$ cat config.mk
export PLATFORM = sky130hd
export DESIGN_NAME = slot_alloc_8
export DESIGN_NICKNAME = d
export VERILOG_FILES = /design/src/rtl/slot_alloc_8.sv
export SDC_FILE = /design/constraint.sdc
export NUM_CORES = 1
export LEC_CHECK = 0
export BUFFER_PORTS_ARGS = -buffer_cell sky130_fd_sc_hd__clkbuf_2
export CAP_MARGIN = 10
export CORE_MARGIN = 2
export CORE_UTILIZATION = 40
export DETAILED_ROUTE_END_ITERATION = 8
export GPL_ROUTABILITY_DRIVEN = 1
export SYNTH_ARGS = -nofsm -noshare
export SYNTH_HDL_FRONTEND = slang
export SYNTH_SLANG_ARGS = --single-unit
export TNS_END_PERCENT = 1
$ cat constraint.sdc
create_clock -name clk -period 2.5 [get_ports clk]
set_clock_uncertainty 0.1 [all_clocks]
set_input_delay 0.5 -clock clk [delete_from_list [all_inputs] [get_ports clk]]
set_output_delay 0.5 -clock clk [all_outputs]
set_load 0.01 [all_outputs]
$ cat src/rtl/slot_alloc_8.sv
// ---------------------------------------------------------------------------
// slot_alloc_8
//
// Purpose:
//   Eight-slot allocation tracker for the switch's free-slot bitmap. It grants
//   the lowest-numbered free slot one cycle after a request. It also accepts
//   released slot indices and clears them from the occupancy bitmap.
//
// Ports:
//   clk        in   single clock, rising edge
//   rst        in   synchronous, active-high reset
//   alloc_req  in   request one slot this cycle
//   alloc_vld  out  one-cycle pulse answering last cycle's alloc_req
//   alloc_idx  out  granted slot 0..7, or 8 when nothing was free
//   alloc_fail out  pulses with alloc_vld when alloc_idx is 8
//   rel_valid  in   release one slot this cycle
//   rel_idx    in   slot being released
//   rel_err    out  pulse for an out-of-range or double release
//   occ        out  occupancy bitmap, bit i = 1 means slot i is in use
//   free_cnt   out  number of free slots, 0..8
//   full       out  no free slots
//   empty      out  every slot free
// ---------------------------------------------------------------------------
module slot_alloc_8 (
    input  logic       clk,
    input  logic       rst,
    input  logic       alloc_req,
    output logic       alloc_vld,
    output logic [3:0] alloc_idx,
    output logic       alloc_fail,
    input  logic       rel_valid,
    input  logic [3:0] rel_idx,
    output logic       rel_err,
    output logic [7:0] occ,
    output logic [3:0] free_cnt,
    output logic       full,
    output logic       empty
);

    // The index encoding reserves value 8 for "none free", so the slot count is fixed.
    localparam int SLOTS = 8;
    localparam logic [3:0] NONE_FREE = 4'd8;

    logic [7:0] occ_q, occ_d;
    logic [3:0] free_cnt_q, free_cnt_d;
    logic       full_q, full_d;
    logic       empty_q, empty_d;
    logic       alloc_vld_q, alloc_vld_d;
    logic       alloc_fail_q, alloc_fail_d;
    logic [3:0] alloc_idx_q, alloc_idx_d;
    logic       rel_err_q, rel_err_d;

    logic [3:0] first_free;
    logic       alloc_ok;
    logic       rel_ok;

    // Lowest-numbered free slot in the bitmap as registered at the start of the
    // cycle. Scanning downward lets the lowest zero win the last assignment.
    always_comb begin
        first_free = NONE_FREE;
        for (int i = SLOTS - 1; i >= 0; i--) begin
            if (!occ_q[i]) begin
                first_free = 4'(i);
            end
        end
    end

    // Grant and release both look at the pre-update bitmap. A valid release
    // always targets an occupied bit, while a grant always targets a free bit,
    // so the two bitmap updates never collide.
    always_comb begin
        alloc_ok = alloc_req && (first_free != NONE_FREE);
        rel_ok   = rel_valid && (rel_idx < NONE_FREE) && occ_q[rel_idx[2:0]];

        occ_d = occ_q;
        if (alloc_ok) begin
            occ_d[first_free[2:0]] = 1'b1;
        end
        if (rel_ok) begin
            occ_d[rel_idx[2:0]] = 1'b0;
        end

        free_cnt_d = free_cnt_q;
        if (alloc_ok && !rel_ok) begin
            free_cnt_d = free_cnt_q - 4'd1;
        end else if (rel_ok && !alloc_ok) begin
            free_cnt_d = free_cnt_q + 4'd1;
        end
        full_d  = (free_cnt_d == 4'd0);
        empty_d = (free_cnt_d == 4'd8);

        // The grant index holds its last value when there is no request.
        alloc_vld_d  = alloc_req;
        alloc_fail_d = alloc_req && (first_free == NONE_FREE);
        alloc_idx_d  = alloc_req ? first_free : alloc_idx_q;
        rel_err_d    = rel_valid && !rel_ok;
    end

    // All state and outputs are registered; reset drops any request in flight.
    always_ff @(posedge clk) begin
        if (rst) begin
            occ_q        <= 8'h00;
            free_cnt_q   <= 4'd8;
            full_q       <= 1'b0;
            empty_q      <= 1'b1;
            alloc_vld_q  <= 1'b0;
            alloc_fail_q <= 1'b0;
            alloc_idx_q  <= NONE_FREE;
            rel_err_q    <= 1'b0;
        end else begin
            occ_q        <= occ_d;
            free_cnt_q   <= free_cnt_d;
            full_q       <= full_d;
            empty_q      <= empty_d;
            alloc_vld_q  <= alloc_vld_d;
            alloc_fail_q <= alloc_fail_d;
            alloc_idx_q  <= alloc_idx_d;
            rel_err_q    <= rel_err_d;
        end
    end

    assign occ        = occ_q;
    assign free_cnt   = free_cnt_q;
    assign full       = full_q;
    assign empty      = empty_q;
    assign alloc_vld  = alloc_vld_q;
    assign alloc_fail = alloc_fail_q;
    assign alloc_idx  = alloc_idx_q;
    assign rel_err    = rel_err_q;

endmodule

==> flow_summary.json <==
{
  "drt_first_pass_iters": 4,
  "status": "finished, final reports clean",
  "cts.path.max_buffers": 2,
  "reg2reg_depth": 6,
  "hold_path_class": "in -> reg",
  "syn_inst": 122,
  "num_rows": 19,
  "period_share_pct": 86.0,
  "synth_edf_count": 0,
  "p_comb_share_pct": 21.4,
  "postRouteAntennaNets": 0,
  "final_core_util_pct": 47.1,
  "grt_max_degree": 21,
  "startpoint_type": "flop",
  "p_sw_share_pct": 30.5,
  "io_pins": 29,
  "critical_path_class": "reg -> reg",
  "synth_area_leaders": "dfxtp_1, mux2i_1, a21oi_1",
  "drt_wl_total_mm": 2.45,
  "slew_headroom_pct": 62.2,
  "holdPathStages": 2,
  "most-common-layout-cells": "clkbuf_2, dfxtp_1, nor2_1, nand2_1, a21oi_1",
  "crit_chain": "nand4_1 > o21ai_1 > nand2_1 > mux2i_1 > xnor2_1 > nor4bb_1",
  "cts_made_buffers": 3,
  "cts_root_buf": "clkbuf_4",
  "drc_errors": 0,
  "yosys.cell_types.count": 41,
  "layout.nets": 159,
  "n_antenna_cell": 0,
  "synth.cell_area_sq_mm": 0.00110,
  "drv_slew": 0,
  "antenna_found_initial": 0,
  "gp_routability_congestion": 0.802,
  "clk_latency_ns": 0.31,
  "synth_top_area_share_pct": 38.1,
  "r2r_start": "occ[1]",
  "syn_avg_cell_area_sq_um": 9.04,
  "synth_nets": 132,
  "p_int_mw": 0.485,
  "cp_max_fo": 8,
  "yosysSeqAreaShare_pct": 38.1,
  "clkTransAtPathRegs_ns": 0.12,
  "final_hold_viol_count": 0,
  "synth_warnings": 0,
  "leakagePower_nw": 0.503,
  "setup-violations-final": 0,
  "layout-drive-gt1-share_pct": 25.7,
  "grt_pass1_vias": 887,
  "ys.flop_type": "dfxtp_1",
  "grt_use_total_pct": 16.3,
  "slowest_delay_ns": 0.52,
  "via_per_inst": 5.47,
  "p_clk_share_pct": 24.2,
  "initial_core_util_pct": 41.0,
  "dp_hpwl_mm": 1.80,
  "cap_violations": 0,
  "coreArea_sq_mm": 0.00269,
  "vias": 980,
  "p_switching_mw": 0.213,
  "die_area_sq_mm": 0.00319,
  "cts_tree": "done",
  "dieHeight_um": 56.5,
  "fp.dieW_um": 56.5,
  "synth-seq-cells": 21,
  "max_freq_ghz": 0.465,
  "synth-async-reset-ratio_pct": 0,
  "power.density_mw_per_mm2": 551,
  "htree_levels": 1,
  "seq_power_share_pct": 54.5,
  "postCtsSetupBuffers": 0,
  "synth_largest_area_cell": "dfxtp_1",
  "place_ws_ns": 0.127,
  "setup.worst_path.start": "occ[1]",
  "worst_pin_slew_ns": 0.563,
  "finalSetupTns_ns": 0,
  "area_delta_synth_final_pct": 14.9,
  "end_kind": "flop",
  "crit_slowest_cell": "o21ai_1",
  "cp.arrival_ns": 2.28,
  "grt.overflow.total": 0,
  "cts.sinks": 21,
  "rsz0062_at_grt": "no",
  "port_buffers": 28,
  "worstPathRequired_ns": 2.63,
  "post_drt_wl_per_cell_um": 13.7,
  "cts_hold_buf": 0,
  "first_iter_violations": 19,
  "setup_slack_ns": 0.350,
  "hold_path_startpoint": "rel_valid",
  "grt_pass1_wl_mm": 4.06,
  "cts-resized-gates": 0,
  "ir_worst_vdd_mv": 0.394,
  "final_common_cell": "clkbuf_2",
  "layout_min_cycle_time_ns": 2.15
}
==> synth_stat cells, types with 2 or more instances <==
master	number
nand2b_1	3
ha_1	2
a41oi_1	2
o21ai_0	4
mux2i_1	5
o21a_1	3
xnor2_1	3
a21oi_1	8
nor2_1	10
nand2_1	9
nand4b_1	2
dfxtp_1	21
inv_1	6
a311oi_1	4
a211oi_1	4
nor2b_1	3
nand3_1	2
nand4_1	3
buf_6	3
nor3b_1	2
clkbuf_1	3
==> per-layer routing <==
metal  GRT usage [%]  vias up  part of all wire [%]  wire length, um
li1                -      501                     -                -
met5               0        -                     0                0
met3            4.38        4                   5.3              130
met4            7.14        0                   1.6               40
met1            20.6      450                    47             1150
met2            25.7       25                    46             1130
==> logic make-up (layout without fill, tap and decap cells) <==
logic type | count (synthesis) | after routing | share of synthesized area, %
AO/OA/AOI/OAI | 35 | 35 | 24.1
buffers and inverters | 14 | 40 | 7.26
multiplexers | 5 | 5 | 4.54
flip-flops | 21 | 21 | 38.1
AND/OR/NAND/NOR | 41 | 41 | 20.5
XOR/XNOR | 4 | 4 | 3.18
adder cells (fa/ha/maj) | 2 | 2 | 2.27
==> state kept, by name, summed over array words and instances, names as in the netlist <==
name and flops:
empty 1, alloc_vld 1, rel_err 1, alloc_fail 1
free_cnt 4, alloc_idx 4, occ 8, full 1
==> power by group through the flow <==
stage                     Sequential, mW  Combinational (mW)  Clock (mW)
final                              0.380               0.149       0.169
after global routing               0.384               0.165       0.191
after CTS                          0.381               0.150       0.176
after detailed placement           0.388               0.150           0
after global placement             0.387               0.146           0
after floorplan                    0.395              0.0965           0
==> worst max-delay path, delay by kind of cell, from the launching register on <==
family,cells,cell delay (ns)
AO/OA/AOI/OAI,1,0.52
XOR/XNOR,1,0.18
flip-flops,1,0.47
multiplexers,1,0.18
AND/OR/NAND/NOR,3,0.62
==> layout make-up <==
cell class,instances,area [sq um]
inverters,6,22.5
clock inverters,1,5.00
repair buffers,30,155
multi-input cells,87,602
flip-flops and latches,21,420
fillers,283,1420
well taps,31,38.8
clock buffers,3,22.5
==> path summary, 6_finish.rpt <==
| kind | slack (ns) | end |
|---|---|---|
| worst min-delay path | 0.34 | rel_err |
| worst max-delay path | 0.35 | full |
| worst max register to register | 0.35 | full |
| worst min register to register | 0.38 | alloc_idx[2] |
==> through the flow <==
step	instances	hold slack, ns	power [mW]	instance area (sq um)
after detailed placement	175	0.360	0.538	1240
final	179	0.345	0.698	1270
after global placement	175	0.356	0.534	1240
after floorplan	122	0.390	0.492	1100
after global routing	179	0.359	0.740	1270
after CTS	179	0.339	0.708	1270
(Power assumes the default switching activity.)
